### src/rtl/mac_array_ctrl_pkg.sv
// Shared encodings and FSM state type for the systolic MAC array controller.
package mac_pkg;

  localparam logic [1:0] INST_IDLE = 2'b00;
  localparam logic [1:0] INST_LOAD = 2'b01;
  localparam logic [1:0] INST_EXEC = 2'b10;

  localparam logic MODE_WS = 1'b0;
  localparam logic MODE_OS = 1'b1;

  typedef enum logic [2:0] {
    ST_IDLE      = 3'd0,
    ST_CLR       = 3'd1,
    ST_LOAD      = 3'd2,
    ST_WAIT_LOAD = 3'd3,
    ST_EXEC      = 3'd4,
    ST_DRAIN     = 3'd5,
    ST_DONE      = 3'd6
  } ctrl_state_e;

endpackage

### src/rtl/mac_array_ctrl_if.sv
// Job / L0 / ofifo / array control bundle between the core FSM side and the controller.
interface mac_array_ctrl_if #(
  parameter int cnt_bw = 8
) ();

  logic              start;
  logic              mode_in;
  logic [cnt_bw-1:0] num_vec;
  logic              l0_empty;
  logic              ofifo_full;
  logic              l0_rd;
  logic [1:0]        inst_w;
  logic              mode_select;
  logic              array_reset;
  logic              psum_wr;
  logic              busy;
  logic              done;

  modport master (
    output start, mode_in, num_vec, l0_empty, ofifo_full,
    input  l0_rd, inst_w, mode_select, array_reset, psum_wr, busy, done
  );

  modport slave (
    input  start, mode_in, num_vec, l0_empty, ofifo_full,
    output l0_rd, inst_w, mode_select, array_reset, psum_wr, busy, done
  );

endinterface

### src/rtl/mac_array_ctrl_psum_valid_pipe.sv
// Tracks issued execute beats through the array so psum_wr fires when each reaches the south edge.
module psum_valid_pipe #(
  parameter int depth = 8
) (
  input  logic clk,
  input  logic clr,
  input  logic din,
  output logic dout,
  output logic in_flight
);

  logic [depth-1:0] sr_r;

  // Shift one stage per cycle; synchronous clear drops every in-flight beat.
  always_ff @(posedge clk) begin
    if (clr) begin
      sr_r <= '0;
    end else begin
      sr_r <= {sr_r[depth-2:0], din};
    end
  end

  // Beats in the last two stages are emitted by the time DONE is reached, so they do not hold DRAIN.
  always_comb begin
    in_flight = din;
    for (int i = 0; i < depth - 2; i++) begin
      in_flight = in_flight | sr_r[i];
    end
  end

  assign dout = sr_r[depth-1];

endmodule

### src/rtl/mac_array_ctrl.sv
// Sequences clear, kernel load, weight settle, throttled activation issue and psum drain for the MAC array.
module mac_array_ctrl
  import mac_pkg::*;
#(
  parameter int row    = 8,
  parameter int col    = 8,
  parameter int cnt_bw = 8
) (
  input logic             clk,
  input logic             reset,
  mac_array_ctrl_if.slave bus
);

  localparam int              lc_bw    = $clog2(col + 1);
  localparam logic [lc_bw-1:0] col_last = lc_bw'(col - 1);

  ctrl_state_e       state_r, state_s;
  logic              mode_r, mode_s;
  logic [cnt_bw-1:0] num_vec_r, num_vec_s;
  logic [cnt_bw-1:0] vec_cnt_r, vec_cnt_s;
  logic [lc_bw-1:0]  load_cnt_r, load_cnt_s;
  logic [lc_bw-1:0]  wait_cnt_r, wait_cnt_s;
  logic              l0_rd_s;
  logic [1:0]        inst_w_s;
  logic              in_flight_s;
  logic              psum_wr_s;

  logic              l0_rd_r;
  logic [1:0]        inst_w_r;
  logic              mode_select_r;
  logic              array_reset_r;
  logic              busy_r;
  logic              done_r;

  // State, job latch and counter registers.
  always_ff @(posedge clk) begin
    if (reset) begin
      state_r    <= ST_IDLE;
      mode_r     <= MODE_WS;
      num_vec_r  <= '0;
      vec_cnt_r  <= '0;
      load_cnt_r <= '0;
      wait_cnt_r <= '0;
    end else begin
      state_r    <= state_s;
      mode_r     <= mode_s;
      num_vec_r  <= num_vec_s;
      vec_cnt_r  <= vec_cnt_s;
      load_cnt_r <= load_cnt_s;
      wait_cnt_r <= wait_cnt_s;
    end
  end

  // Next-state, counter and array-command decode.
  always_comb begin
    state_s    = state_r;
    mode_s     = mode_r;
    num_vec_s  = num_vec_r;
    vec_cnt_s  = vec_cnt_r;
    load_cnt_s = load_cnt_r;
    wait_cnt_s = wait_cnt_r;
    l0_rd_s    = 1'b0;
    inst_w_s   = INST_IDLE;
    case (state_r)
      ST_IDLE: begin
        if (bus.start) begin
          mode_s     = bus.mode_in;
          num_vec_s  = bus.num_vec;
          vec_cnt_s  = '0;
          load_cnt_s = '0;
          wait_cnt_s = '0;
          state_s    = ST_CLR;
        end else begin
          state_s = ST_IDLE;
        end
      end
      ST_CLR: begin
        if (mode_r == MODE_WS) begin
          state_s = ST_LOAD;
        end else begin
          state_s = ST_EXEC;
        end
      end
      ST_LOAD: begin
        if (!bus.l0_empty && (load_cnt_r <= col_last)) begin
          l0_rd_s    = 1'b1;
          inst_w_s   = INST_LOAD;
          load_cnt_s = load_cnt_r + lc_bw'(1);
          if (load_cnt_r == col_last) begin
            state_s = ST_WAIT_LOAD;
          end else begin
            state_s = ST_LOAD;
          end
        end else begin
          state_s = ST_LOAD;
        end
      end
      ST_WAIT_LOAD: begin
        if (wait_cnt_r < col_last) begin
          wait_cnt_s = wait_cnt_r + lc_bw'(1);
          state_s    = ST_WAIT_LOAD;
        end else begin
          state_s = ST_EXEC;
        end
      end
      ST_EXEC: begin
        if (vec_cnt_r >= num_vec_r) begin
          state_s = ST_DRAIN;
        end else if (!bus.l0_empty && !bus.ofifo_full) begin
          l0_rd_s   = 1'b1;
          inst_w_s  = INST_EXEC;
          vec_cnt_s = vec_cnt_r + cnt_bw'(1);
          if ((vec_cnt_r + cnt_bw'(1)) == num_vec_r) begin
            state_s = ST_DRAIN;
          end else begin
            state_s = ST_EXEC;
          end
        end else begin
          state_s = ST_EXEC;
        end
      end
      ST_DRAIN: begin
        if (!in_flight_s) begin
          state_s = ST_DONE;
        end else begin
          state_s = ST_DRAIN;
        end
      end
      ST_DONE: begin
        state_s = ST_IDLE;
      end
      default: begin
        state_s = ST_IDLE;
      end
    endcase
  end

  // Output registers, all derived from the state present at the edge.
  always_ff @(posedge clk) begin
    if (reset) begin
      l0_rd_r       <= 1'b0;
      inst_w_r      <= INST_IDLE;
      mode_select_r <= 1'b0;
      array_reset_r <= 1'b0;
      busy_r        <= 1'b0;
      done_r        <= 1'b0;
    end else begin
      l0_rd_r       <= l0_rd_s;
      inst_w_r      <= inst_w_s;
      mode_select_r <= mode_r;
      array_reset_r <= (state_r == ST_CLR);
      busy_r        <= (state_r != ST_IDLE);
      done_r        <= (state_r == ST_DONE);
    end
  end

  psum_valid_pipe #(
    .depth(row)
  ) u_psum_pipe (
    .clk      (clk),
    .clr      (reset),
    .din      (inst_w_r == INST_EXEC),
    .dout     (psum_wr_s),
    .in_flight(in_flight_s)
  );

  assign bus.l0_rd       = l0_rd_r;
  assign bus.inst_w      = inst_w_r;
  assign bus.mode_select = mode_select_r;
  assign bus.array_reset = array_reset_r;
  assign bus.psum_wr     = psum_wr_s;
  assign bus.busy        = busy_r;
  assign bus.done        = done_r;

endmodule

### src/flat_wrapper.sv
// flat-port wrapper written by rule: the top's interface ports become plain ports
module mac_array_ctrl_flat import mac_pkg::*;
#(
  parameter int row    = 8,
  parameter int col    = 8,
  parameter int cnt_bw = 8
)
  (clk, reset, bus_start, bus_mode_in, bus_num_vec, bus_l0_empty, bus_ofifo_full, bus_l0_rd, bus_inst_w, bus_mode_select, bus_array_reset, bus_psum_wr, bus_busy, bus_done);
  mac_array_ctrl_if #(.cnt_bw(cnt_bw)) bus_i ();
  input logic clk;
  input logic reset;
  input wire logic [$bits(bus_i.start)-1:0] bus_start;
  input wire logic [$bits(bus_i.mode_in)-1:0] bus_mode_in;
  input wire logic [$bits(bus_i.num_vec)-1:0] bus_num_vec;
  input wire logic [$bits(bus_i.l0_empty)-1:0] bus_l0_empty;
  input wire logic [$bits(bus_i.ofifo_full)-1:0] bus_ofifo_full;
  output wire logic [$bits(bus_i.l0_rd)-1:0] bus_l0_rd;
  output wire logic [$bits(bus_i.inst_w)-1:0] bus_inst_w;
  output wire logic [$bits(bus_i.mode_select)-1:0] bus_mode_select;
  output wire logic [$bits(bus_i.array_reset)-1:0] bus_array_reset;
  output wire logic [$bits(bus_i.psum_wr)-1:0] bus_psum_wr;
  output wire logic [$bits(bus_i.busy)-1:0] bus_busy;
  output wire logic [$bits(bus_i.done)-1:0] bus_done;
  assign bus_i.start = bus_start;
  assign bus_i.mode_in = bus_mode_in;
  assign bus_i.num_vec = bus_num_vec;
  assign bus_i.l0_empty = bus_l0_empty;
  assign bus_i.ofifo_full = bus_ofifo_full;
  assign bus_l0_rd = bus_i.l0_rd;
  assign bus_inst_w = bus_i.inst_w;
  assign bus_mode_select = bus_i.mode_select;
  assign bus_array_reset = bus_i.array_reset;
  assign bus_psum_wr = bus_i.psum_wr;
  assign bus_busy = bus_i.busy;
  assign bus_done = bus_i.done;
  mac_array_ctrl #(.row(row), .col(col), .cnt_bw(cnt_bw)) u_core (.clk(clk), .reset(reset), .bus(bus_i));
endmodule
### config.mk
export PLATFORM = sky130hd
export DESIGN_NAME = mac_array_ctrl_flat
export DESIGN_NICKNAME = d
export VERILOG_FILES = /design/src/rtl/mac_array_ctrl_pkg.sv /design/src/rtl/mac_array_ctrl_if.sv /design/src/rtl/mac_array_ctrl_psum_valid_pipe.sv /design/src/rtl/mac_array_ctrl.sv /design/src/flat_wrapper.sv
export SDC_FILE = /design/constraint.sdc
export NUM_CORES = 1
export LEC_CHECK = 0
export CAP_MARGIN = 20
export CORE_MARGIN = 5
export CORE_UTILIZATION = 45
export DETAILED_ROUTE_END_ITERATION = 6
export HOLD_SLACK_MARGIN = 0.08
export PLACE_DENSITY = 0.66
export SLEW_MARGIN = 20
export SYNTH_ARGS = -nofsm -noshare
export SYNTH_HDL_FRONTEND = slang
export SYNTH_SLANG_ARGS = --single-unit
### constraint.sdc
create_clock -name clk -period 2.84 [get_ports clk]
set_input_delay 0.568 -clock clk [delete_from_list [all_inputs] [get_ports clk]]
set_output_delay 0.568 -clock clk [all_outputs]
set_load 0.01 [all_outputs]
==> results.py <==
metrics = {
    "detailed_routing": {
        "dr.pass1.iters": 4,
        "first_iter_violations": 153,
        "via_count": 1743,
        "drt-total-wl_mm": 4.43,
        "wl_per_cell_um": 13.8,
        "vias_per_cell": 5.43,
        "drc": 0,
        "ant_nets": 0,
    },
    "critical_path": {
        "worst-path-max-fanout": 7,
        "cp_num_buf_inv": 1,
        "cp.arrival_ps": 2420,
        "critPathLaunchType": "flip-flop",
        "critical-path-max-stage-delay_ps": 420,
        "worstSetupPathType": "reg -> reg",
        "critPathRequiredTime_ps": 3050,
        "crit_chain": "inv_1, ha_1, nand2b_1, a2111oi_4, o211a_2, o21ai_0, a221oi_1",
        "cpMaxStageDelayCell": "a2111oi_4",
        "r2r_slack_ps": 630,
        "cp-end-kind": "flip-flop",
        "crit_family": "compound AO/OA/AOI/OAI gates",
    },
    "cts": {
        "htreeDepth": 2,
        "clk_pin_slew_ps": 80,
        "clock_path_buffers": 2,
        "cts_resized": 0,
        "hold_buffers": 0,
        "cts_setup_buffers": 0,
        "clk_latency_ps": 300,
        "clkSinkCount": 43,
        "numCtsBuffers": 5,
        "cts_tree": "built",
        "cts-root-buf": "clkbuf_8",
    },
    "logic_synthesis": {
        "ys.flop_type": "dfxtp_1",
        "synth_seq_cells": 43,
        "yosys_warnings": 0,
        "synth_area_leader_cell": "dfxtp_1",
        "avgSynthCellArea_sq_um": 8.79,
        "synth.area.top_cells": "dfxtp_1, ha_1, a21oi_1, nand2_1, nor2_1",
        "syn_inst": 246,
        "synth_nets": 271,
        "post-synth-top-area-fraction_pct": 39.8,
        "syn_area_sq_mm": 0.00216,
        "synth-edff-count": 0,
        "async_reset_ff_share_pct": 0,
        "ys_seq_area_share_pct": 39.8,
        "synth.distinct_cells": 47,
    },
    "cells_and_area": {
        "drive_above_1_share_pct": 7.12,
        "final_util_pct": 53.4,
        "num_antenna_cells": 0,
        "multi_input_area_sq_mm": 0.00119,
        "seqCellArea_sq_um": 861,
        "syn_to_final_growth_pct": 15.9,
        "fillCellCount": 450,
        "nets": 291,
    },
    "timing": {
        "slew_headroom_pct": 55.3,
        "tightestPinTransition_ps": 664,
        "setup_viol": 0,
        "report.final.slew_viol_count": 0,
        "rsz0062_at_grt": "no",
        "hold_viol_final": 0,
        "tns_ps": 0,
        "clock_skew_ps": 6.93,
        "whs_ps": 447,
        "fmax_ghz": 0.454,
        "period_share_pct": 77.6,
        "layout_min_cycle_time_ps": 2210,
        "fin_ws_ps": 635,
    },
    "die": {
        "initial_core_util_pct": 46.1,
        "die_area_sq_mm": 0.00629,
        "row_count": 25,
        "die_h_um": 79.3,
        "core_sq_mm": 0.00469,
        "io_pins": 22,
        "die_x_um": 79.3,
    },
    "flow_run": {
        "cap_violations": 0,
    },
    "pwr": {
        "switchingPower_mw": 0.321,
        "comb_power_share_pct": 12.7,
        "p_int_mw": 0.960,
        "ir_drop_mv": 0.208,
        "fin_total_pwr_mw": 1.28,
        "clkPwrFrac_pct": 37.1,
        "power_density_mw_per_mm2": 511,
        "switching_share_pct": 25.1,
        "pwr-share-seq_pct": 50.3,
        "power_leakage_nw": 0.911,
    },
    "placed_design": {
        "dpl.hpwl_mm": 3.28,
        "port_buffers": 21,
        "gp_congestion": 0.846,
        "dp_slack_ps": 367,
    },
    "worst_hold_path": {
        "hp-class": "reg -> reg",
    },
    "global_route": {
        "grt_pass1_vias": 1703,
        "track_usage_pct": 15.5,
        "antenna_found_initial": 0,
        "grt_max_degree": 45,
        "grt_overflow": 0,
        "grt_first_pass_wirelength_mm": 7.82,
    },
    "run_status": {
        "status": "finished clean",
    },
}
[cell families (layout without fill, tap and decap cells)]
kind of cell / count (synthesis) / count (layout) / synth area share, %
and+or+nand+nor: 100 / 100 / 25.5
AOI/OAI and AO/OA: 57 / 57 / 18.4
DFF: 43 / 43 / 39.8
buffers and inverters: 23 / 44 / 4.98
adders and majority gates: 11 / 11 / 6.37
xor gates and xnor gates: 10 / 10 / 4.05
muxes: 2 / 2 / 0.926
[layout by cell type (no fill, tap or decap), types with 2 or more instances in the layout]
master	n
o21ai_0	7
a21oi_1	18
nand2_1	23
a31oi_1	2
dfxtp_1	43
nand2b_1	10
and3_1	2
and2_1	2
inv_1	14
o21a_1	3
a211o_1	3
o211ai_1	3
clkdlybuf4s50_1	21
o22a_1	2
nor3b_1	3
xor2_1	5
mux2i_1	2
nor3_1	8
clkbuf_8	5
a311oi_1	2
nor2_1	22
nor2b_1	9
nand3_1	7
a22oi_1	2
ha_1	11
a221oi_1	2
nor4_1	3
xnor2_1	5
a41oi_1	2
nand2b_4	3
nor4b_1	2
o22ai_1	3
[per-stage QoR]
step / instance area, sq um / instances
floorplan: 2160 / 246
global placement: 2390 / 313
detailed placement: 2390 / 313
CTS: 2500 / 321
global route: 2500 / 321
finish: 2500 / 321
[cell type report]
cell class	instances	area share [%]
Timing Repair Buffer	22	8.69
Inverter	14	2.10
Clock buffer	5	2.75
Tap cell	54	2.70
Clock inverter	3	1.75
Sequential cell	43	34.4
Multi-Input combinational cell	180	47.7
[routing by layer]
| layer | track usage, % | vias up | part of all wire [%] |
|---|---|---|---|
| met5 | 0 | - | 0 |
| met3 | 3.74 | 6 | 5.2 |
| met4 | 5.67 | 0 | 1.6 |
| met2 | 24.2 | 36 | 45 |
| li1 | - | 905 | - |
| met1 | 20.8 | 796 | 48 |
[state kept, by name, indices dropped and copies added (netlist names), 2 cells and up]
register	flops
u_core.u_psum_pipe.sr_r	8
u_core.vec_cnt_r	8
u_core.wait_cnt_r	4
u_core.state_r	3
u_core.num_vec_r	8
u_core.load_cnt_r	4
u_core.bus.inst_w	2
[worst paths after layout]
check / from / to / depth (start not counted)
worst min-delay path: u_core.u_psum_pipe.sr_r[6]$_SDFF_PP0_ / u_core.u_psum_pipe.sr_r[7]$_SDFF_PP0_ / 1
worst max-delay path: u_core.vec_cnt_r[0]$_SDFFE_PP0P_ / u_core.vec_cnt_r[7]$_SDFFE_PP0P_ / 7
worst min register to register: u_core.u_psum_pipe.sr_r[6]$_SDFF_PP0_ / u_core.u_psum_pipe.sr_r[7]$_SDFF_PP0_ / 1
worst max register to register: u_core.vec_cnt_r[0]$_SDFFE_PP0P_ / u_core.vec_cnt_r[7]$_SDFFE_PP0P_ / 7
[cells in the mapped netlist, types with 5 or more instances]
cell and instances:
o21ai_0 7, nand2_1 23, nor3_1 8, a21oi_1 18, ha_1 11, dfxtp_1 43
nand3_1 7, nor2_1 22, xnor2_1 5, nor2b_1 9, inv_1 14, clkbuf_1 6
nand2b_1 10, xor2_1 5
[power groups by stage]
stage | Combinational (mW) | Clock [mW] | Sequential (mW)
floorplan | 0.118 | 0 | 0.652
global placement | 0.162 | 0 | 0.658
detailed placement | 0.163 | 0 | 0.658
CTS | 0.165 | 0.489 | 0.644
global route | 0.181 | 0.515 | 0.648
finish | 0.162 | 0.475 | 0.644
No activity file was read; power rests on OpenSTA's default activity.
